File: config.mk
export PLATFORM = sky130hd
export DESIGN_NAME = fetch_mem_ctrl
export DESIGN_NICKNAME = d
export VERILOG_FILES = /design/src/rtl/fetch_mem_ctrl_pkg.sv /design/src/rtl/pc_counter.sv /design/src/rtl/fetch_mem_ctrl.sv
export SDC_FILE = /design/constraint.sdc
export NUM_CORES = 1
export LEC_CHECK = 0
export CAP_MARGIN = 20
export CORE_UTILIZATION = 46
export DETAILED_ROUTE_END_ITERATION = 10
export PLACE_DENSITY = 0.85
export SLEW_MARGIN = 20
export SYNTH_ARGS = -nofsm -noshare
export SYNTH_HDL_FRONTEND = slang
export SYNTH_SLANG_ARGS = --single-unit
File: constraint.sdc
create_clock -name clk -period 2.2 [get_ports clk]
set_input_delay 0.44 -clock clk [delete_from_list [all_inputs] [get_ports clk]]
set_output_delay 0.44 -clock clk [all_outputs]
set_load 0.01 [all_outputs]
File: src/rtl/fetch_mem_ctrl_pkg.sv
// Shared types and constants for the fetch/memory controller: state encoding,
// HALT opcode and default bus widths.
package fetch_mem_ctrl_pkg;

    typedef enum logic [2:0] {
        ST_IDLE,
        ST_FETCH,
        ST_EXEC,
        ST_MEM,
        ST_HALT
    } state_t;

    localparam logic [2:0] HALT_OPCODE = 3'b111;
    localparam int         DEF_ADDR_W  = 9;
    localparam int         DEF_DATA_W  = 16;

endpackage

File: src/rtl/pc_counter.sv
// Program counter: synchronous clear, increment enable, wraps modulo 2^W.
module pc_counter
    import fetch_mem_ctrl_pkg::*;
#(
    parameter int W = DEF_ADDR_W
) (
    input  logic         clk,
    input  logic         clr,
    input  logic         inc,
    output logic [W-1:0] count
);

    // Wrap is implicit: the W-bit add drops the carry out of the top bit.
    always_ff @(posedge clk) begin
        if (clr)
            count <= '0;
        else if (inc)
            count <= count + W'(1);
    end

endmodule

File: src/rtl/fetch_mem_ctrl.sv
// Instruction fetch / load-store memory controller. Define FETCH_HALT_EN to make
// opcode 3'b111 stop the machine in HALT until reset.
module fetch_mem_ctrl
    import fetch_mem_ctrl_pkg::*;
#(
    parameter int ADDR_W = DEF_ADDR_W,
    parameter int DATA_W = DEF_DATA_W
) (
    input  logic              clk,
    input  logic              reset,
    input  logic              run,
    output logic [ADDR_W-1:0] mem_addr,
    output logic              mem_rd,
    output logic              mem_wr,
    output logic [DATA_W-1:0] mem_wdata,
    input  logic [DATA_W-1:0] mem_rdata,
    input  logic              mem_rdy,
    output logic [ADDR_W-1:0] pc,
    output logic [DATA_W-1:0] ir,
    output logic              exec_start,
    input  logic              exec_done,
    input  logic              ls_req,
    input  logic              ls_we,
    input  logic [ADDR_W-1:0] ls_addr,
    input  logic [DATA_W-1:0] ls_wdata,
    output logic [DATA_W-1:0] ls_rdata,
    output logic              ls_done,
    output logic              halted
);

    state_t              state;
    logic                lat_we;
    logic [ADDR_W-1:0]   lat_addr;
    logic [DATA_W-1:0]   lat_wdata;
    logic                halt_op;
    logic                pc_inc;

`ifdef FETCH_HALT_EN
    assign halt_op = (mem_rdata[DATA_W-1 -: 3] == HALT_OPCODE);
    assign halted  = (state == ST_HALT);
`else
    assign halt_op = 1'b0;
    assign halted  = 1'b0;
`endif

    // The PC advances exactly on the completing beat of a fetch.
    assign pc_inc = (state == ST_FETCH) && mem_rdy;

    pc_counter #(.W(ADDR_W)) u_pc (
        .clk   (clk),
        .clr   (reset),
        .inc   (pc_inc),
        .count (pc)
    );

    // Address mux is driven from registers only, so it is stable across wait states.
    assign mem_addr  = (state == ST_MEM) ? lat_addr : pc;
    assign mem_wdata = mem_wr ? lat_wdata : '0;

    always_ff @(posedge clk) begin
        if (reset) begin
            state      <= ST_IDLE;
            ir         <= '0;
            ls_rdata   <= '0;
            lat_we     <= 1'b0;
            lat_addr   <= '0;
            lat_wdata  <= '0;
            mem_rd     <= 1'b0;
            mem_wr     <= 1'b0;
            exec_start <= 1'b0;
            ls_done    <= 1'b0;
        end else begin
            // NOTE: non-blocking defaults here are overridden by later assignments
            // in the case arms, giving one-cycle pulses without extra logic.
            exec_start <= 1'b0;
            ls_done    <= 1'b0;
            case (state)
                ST_IDLE: begin
                    if (run) begin
                        state  <= ST_FETCH;
                        mem_rd <= 1'b1;
                    end
                end
                ST_FETCH: begin
                    if (mem_rdy) begin
                        ir     <= mem_rdata;
                        mem_rd <= 1'b0;
                        if (halt_op) begin
                            state <= ST_HALT;
                        end else begin
                            state      <= ST_EXEC;
                            exec_start <= 1'b1;
                        end
                    end
                end
                ST_EXEC: begin
                    // A load/store request wins over a simultaneous exec_done.
                    if (ls_req) begin
                        lat_we    <= ls_we;
                        lat_addr  <= ls_addr;
                        lat_wdata <= ls_wdata;
                        mem_rd    <= !ls_we;
                        mem_wr    <= ls_we;
                        state     <= ST_MEM;
                    end else if (exec_done) begin
                        if (run) begin
                            state  <= ST_FETCH;
                            mem_rd <= 1'b1;
                        end else begin
                            state <= ST_IDLE;
                        end
                    end
                end
                ST_MEM: begin
                    if (mem_rdy) begin
                        if (!lat_we)
                            ls_rdata <= mem_rdata;
                        ls_done <= 1'b1;
                        mem_rd  <= 1'b0;
                        mem_wr  <= 1'b0;
                        state   <= ST_EXEC;
                    end
                end
                default: begin
                    // HALT: only reset leaves this state.
                end
            endcase
        end
    end

endmodule
; ---- Word level (Yosys, flattened, before mapping)
; Cells that the tools add are included.
[classes]
n_addsub = 1
n_reduce_logical = 14
n_eq_ne = 8
bitwise_logic = 3
n_mux = 16
[ops]
columns = cell, n
row1 = 16-bit two-way mux, 1
row2 = 3-bit two-way mux, 4
row3 = 9-bit by 1-bit adder with 9-bit output (second input constant), 1
row4 = 9-bit two-way mux, 1
row5 = 3-bit case mux with 3 select lines, 1
row6 = 3-bit AND reduction, 3
row7 = 1-bit two-way mux, 7
row8 = 3-bit by 2-bit == test with 1-bit output (second input constant), 2
row9 = 2-bit inequality test (second input constant), 3
row10 = 2-bit OR reduction, 3
row11 = 2-bit AND reduction, 2
row12 = 4-bit AND reduction, 1
row13 = 3-bit by 1-bit == test with 1-bit output (second input constant), 1
row14 = 3-bit logical NOT, 1
row15 = 3-bit inequality test (second input constant), 1
row16 = 1-bit inverter, 3
row17 = 1-bit case mux with 3 select lines, 1
row18 = 3-bit nonzero test, 1
row19 = 2-bit by 1-bit inequality test with 1-bit output (second input constant), 1
row20 = 1-bit case mux with 2 select lines, 1
row21 = 2-bit nonzero test, 1
row22 = 1-bit logical AND, 1
row23 = 1-bit logical NOT, 1
[word_totals]
output_inout_bits = 71
wordCells = 53
ff_bits = 74
input_bits = 48

; ---- Longest topological paths before layout
[depth]
ltp_word = 4
depth_mapped = 7
mapped_depth_nobuf = 5

; ---- Cells and area by module
; From an unflattened synthesis, not the netlist that was laid out.
[unflattened]
hier_cells = 351
hier_area_um2 = 2881.5
[by_module_without_submodules]
columns = module, seq_area_each_um2, cells_per_inst, n_inst, area_each_um2
row1 = fetch_mem_ctrl, 1281.2, 309, 1, 2493.6
row2 = pc_counter, 180.2, 42, 1, 387.9

; ---- Worst setup path before layout
; No wires, ideal clock.
[synth_path]
kind = reg-to-output
from = register state[1]
to = output port mem_addr[0]
path_buffers = 1
required_ns = 1.760
path_stages_with_launch = 4
t_arrival_ns = 1.046
slack_ns = 0.714
cell_sequence = dfxtp_1 -> buf_4 -> nand2_1 -> mux2_2
[synth_between]
elab_chain_len = 2
[synth_lines]
columns = item, line_no
row1 = "start, declared", fetch_mem_ctrl.sv:31  ; state_t state;
row2 = "start signal, assigned", fetch_mem_ctrl.sv:62  ; state <= ST_IDLE;
row3 = "start signal, assigned", fetch_mem_ctrl.sv:80  ; state <= ST_FETCH;
row4 = "start signal, assigned", fetch_mem_ctrl.sv:89  ; state <= ST_HALT;
row5 = 3-bit by 2-bit == test with 1-bit output, fetch_mem_ctrl.sv:57  ; assign mem_addr = (state == ST_MEM) ? lat_addr : pc;
row6 = 9-bit two-way mux, fetch_mem_ctrl.sv:57
row7 = "end, declared", fetch_mem_ctrl.sv:12  ; output logic [ADDR_W-1:0] mem_addr,
; Every way passes these cells.

; ---- Worst setup path after layout
[layout_path]
from = register state[0]
to = output port mem_addr[0]
; The elaborated chain is that of the path after synthesis.

==> summary.md <==
| Metric | Value |
|---|---|
| CP Class | reg2out |
| Synth area leaders | dfxtp_1, nand2_1, a21oi_1 |
| Final Hold Fails | 0 |
| Peak VDD IR | 456 uV |
| Cts bufs inserted | 9 |
| Clk slew on worst S/H paths | 0.08 ns |
| Slowest stage cell on the critical path | clkdlybuf4s50_1 |
| Min-delay src | lat_wdata[0] |
| CP max FO | 9 |
| Worst slew pin tran | 0.589 ns |
| Fmax | 476 MHz |
| Vias in the first global route | 2551 |
| FF/Latch Area | 1460 um^2 |
| Nets | 515 |
| Chip Height | 80.9 um |
| Worst Slack Setup Final | 0.0979 ns |
| Fill cell count | 479 |
| Starting density of the core | 48.1% |
| Reg-to-Reg Start | state[0] |
| Die Area | 6540 um^2 |
| Tmin final | 2.10 ns |
| Total of max-cap violations | 0 |
| Clock skew | 0.00846 ns |
| Critical path data arrival time | 1.66 ns |
| Setup violators final | 0 |
| Wire per inst | 13.6 um |
| DRT Pass-1 Iters | 4 |
| Static Leak | 1.53 nW |
| Dominant cell type by area after synthesis | dfxtp_1 |
| Syn Area/Cell | 8.13 um^2 |
| Remaining Overflow, GRT | 0 |
| Initial antenna violation count | 0 |
| CTS HTree Levels | 3 |
| Min-Delay Path Class | reg2reg |
| Slew HR | 60.7% |
| Period utilization | 95.5% |
| Rows | 28 |
| Tot Pwr | 2.70 mW |
| Yosys cell types | 29 |
| Top_reg_cell synth | dfxtp_1 |
| # diodes | 0 |
| WP depth | 3 |
| First-pass GRT wire length | 11600 um |
| Final wirelength | 7440 um |
| Syn-to-layout area delta | 49.0% |
| CTS tree | done |
| Post-DRT Antenna Nets | 0 |
| Synthesized area | 2860 um^2 |
| Syn nets | 401 |
| Longest Clk Path Bufs | 2 |
| Ratio of cells with drive above 1 in the final layout | 8.30% |
| Die Width | 80.9 um |
| CP bufs+invs | 1 |
| Critical Path Start Type | flop |
| RSZ-0062 raised after global routing | no |
| Number of flops mapped to enable cells by yosys | 0 |
| DRC Markers | 0 |
| Crit path capture | mem_addr[0] |
| Cells after Synth | 352 |
| CORE AREA | 5960 um^2 |
| Worst path required time | 1.76 ns |
| Clock Sinks | 73 |
| Delay-heaviest family, CP | buffers and inverters |
| R2r setup slk | 0.65 ns |
| Initial DRC Count | 210 |
| Gr usage total | 23.4% |
| Count of final max-slew check failures | 0 |
| Cell count of the worst reg-to-reg path | 5 |
| Routed vias/inst | 4.97 |
| I/O pin count | 119 |
| Clk root buf | clkbuf_8 |
| Worst path cell trace | nand2_4 > mux2_2 > clkdlybuf4s50_1 |
| Hpwl dp | 5290 um |
| Port bufs | 117 |
| Post-synth top cells | nand2_1, dfxtp_1, a21oi_1 |
| Async SR Flop Fraction | 0% |
| Clk_lat worst skew | 0.34 ns |
| Setup TNS | 0 ns |
| CP Capture Type | output pin |
| Multi-input gate area | 1270 um^2 |
| Warnings, synthesis | 0 |
| Largest net degree at the start of global routing | 30 |
| Final hold slack | 0.453 ns |
| Power per cell area | 633 nW/um^2 |
| Vias | 2711 |
| Status | finished, final reports clean |
| Seq/Total Area, Yosys | 51.0% |
| Crit path largest cell delay | 0.49 ns |
| Most common cell in the netlist | nand2_1 |
| Share of the synthesized area in the top cell type | 51.0% |
| Post-Place Setup Slack | 0.214 ns |
| Synth Register Bits | 73 |
| Setup crit start | state[0] |
| Placer congestion estimate | 0.753 |
| Reg-to-reg endpoint | ir[10] |
[state kept, by name (all words and copies together), names as in the netlist]
signal / flops
state: 2
exec_start: 1
mem_wr: 1
ls_rdata: 16
lat_we: 1
ls_done: 1
ir: 16
mem_rd: 1
lat_addr: 9
lat_wdata: 16
u_pc.count: 9
[cell usage in the layout (no fill, tap or decap), drive strengths merged]
cell and instances:
ha 1, nor2 12, a31oi 1, a21oi 62
or2 1, xnor2 1, dfxtp 73, clkinv 2
and3b 2, a21boi 1, and3 3, o21ai 1
xor2 7, nand4 4, buf 10, nor3b 1
mux2 9, conb 1, bufinv 1, nand3 3
nand2b 2, clkbuf 12, and2 16, clkdlybuf4s50 116
nand2 126, inv 1, nand4b 1
[metrics by stage]
stage | area [um^2] | util (%) | instances
floorplan | 2860 | - | 352
global placement | 4060 | 68.2 | 530
detailed placement | 4060 | 68.2 | 530
CTS | 4260 | 71.5 | 545
global route | 4260 | 71.6 | 545
finish | 4260 | 71.6 | 545
[metal layers]
metal / global-route usage, % / up-vias / routed length, um / share of wire [%]
li1: - / 1365 / - / -
met5: 0 / - / 0 / 0
met2: 39.4 / 85 / 3660 / 49
met1: 26.5 / 1251 / 3120 / 42
met3: 9.33 / 10 / 551 / 7.4
met4: 8.93 / 0 / 110 / 1.5
[worst min-delay path: stages, from the launching register on]
cell and delay (ns):
dfxtp_1 0.31, nand2_1 0.05, a21oi_1 0.05
[power by group]
group          total, mW  internal [mW]  switching (mW)  leakage (nW)
sequential          1.38           1.35          0.0220         0.591
clock               1.05          0.576           0.470         0.102
combinational      0.276          0.152           0.124         0.839
[kinds of logic after synthesis]
| family | count (synthesis) | share of synthesized area (%) |
|---|---|---|
| adders and majority gates | 1 | 0.437 |
| xor gates and xnor gates | 8 | 2.45 |
| buffers and inverters | 24 | 4.68 |
| other | 1 | 0.131 |
| muxes | 9 | 3.54 |
| DFF | 73 | 51.0 |
| and+or+nand+nor | 171 | 26.2 |
| AOI/OAI and AO/OA | 65 | 11.5 |
[cell type report]
type,instances,share of cell area [%]
sequential,73,34.3
multi-input combinational,255,29.9
timing repair buffer,126,28.9
clock buffer,12,3.64
tap,75,2.20
clock inverter,3,0.939
inverter,1,0.0880
[how the worst min path moves through the flow]
stage               slack, ns  cells after the start           end
finish                   0.45                      2  lat_wdata[0]
global route             0.47                      2   ls_rdata[0]
global placement         0.44                      2  lat_wdata[3]
floorplan                0.43                      2  lat_wdata[0]
CTS                      0.45                      2  lat_wdata[0]
detailed placement       0.44                      2  lat_wdata[0]
[repair_timing]
| action | 4_1_cts | 5_1_grt |
|---|---|---|
| resized for setup | 1 | 2 |
| setup buffers | 0 | 0 |
| endpoints found under the setup margin | 9 | 25 |
| hold buffers | 0 | 0 |
(Power assumes the default switching activity.)
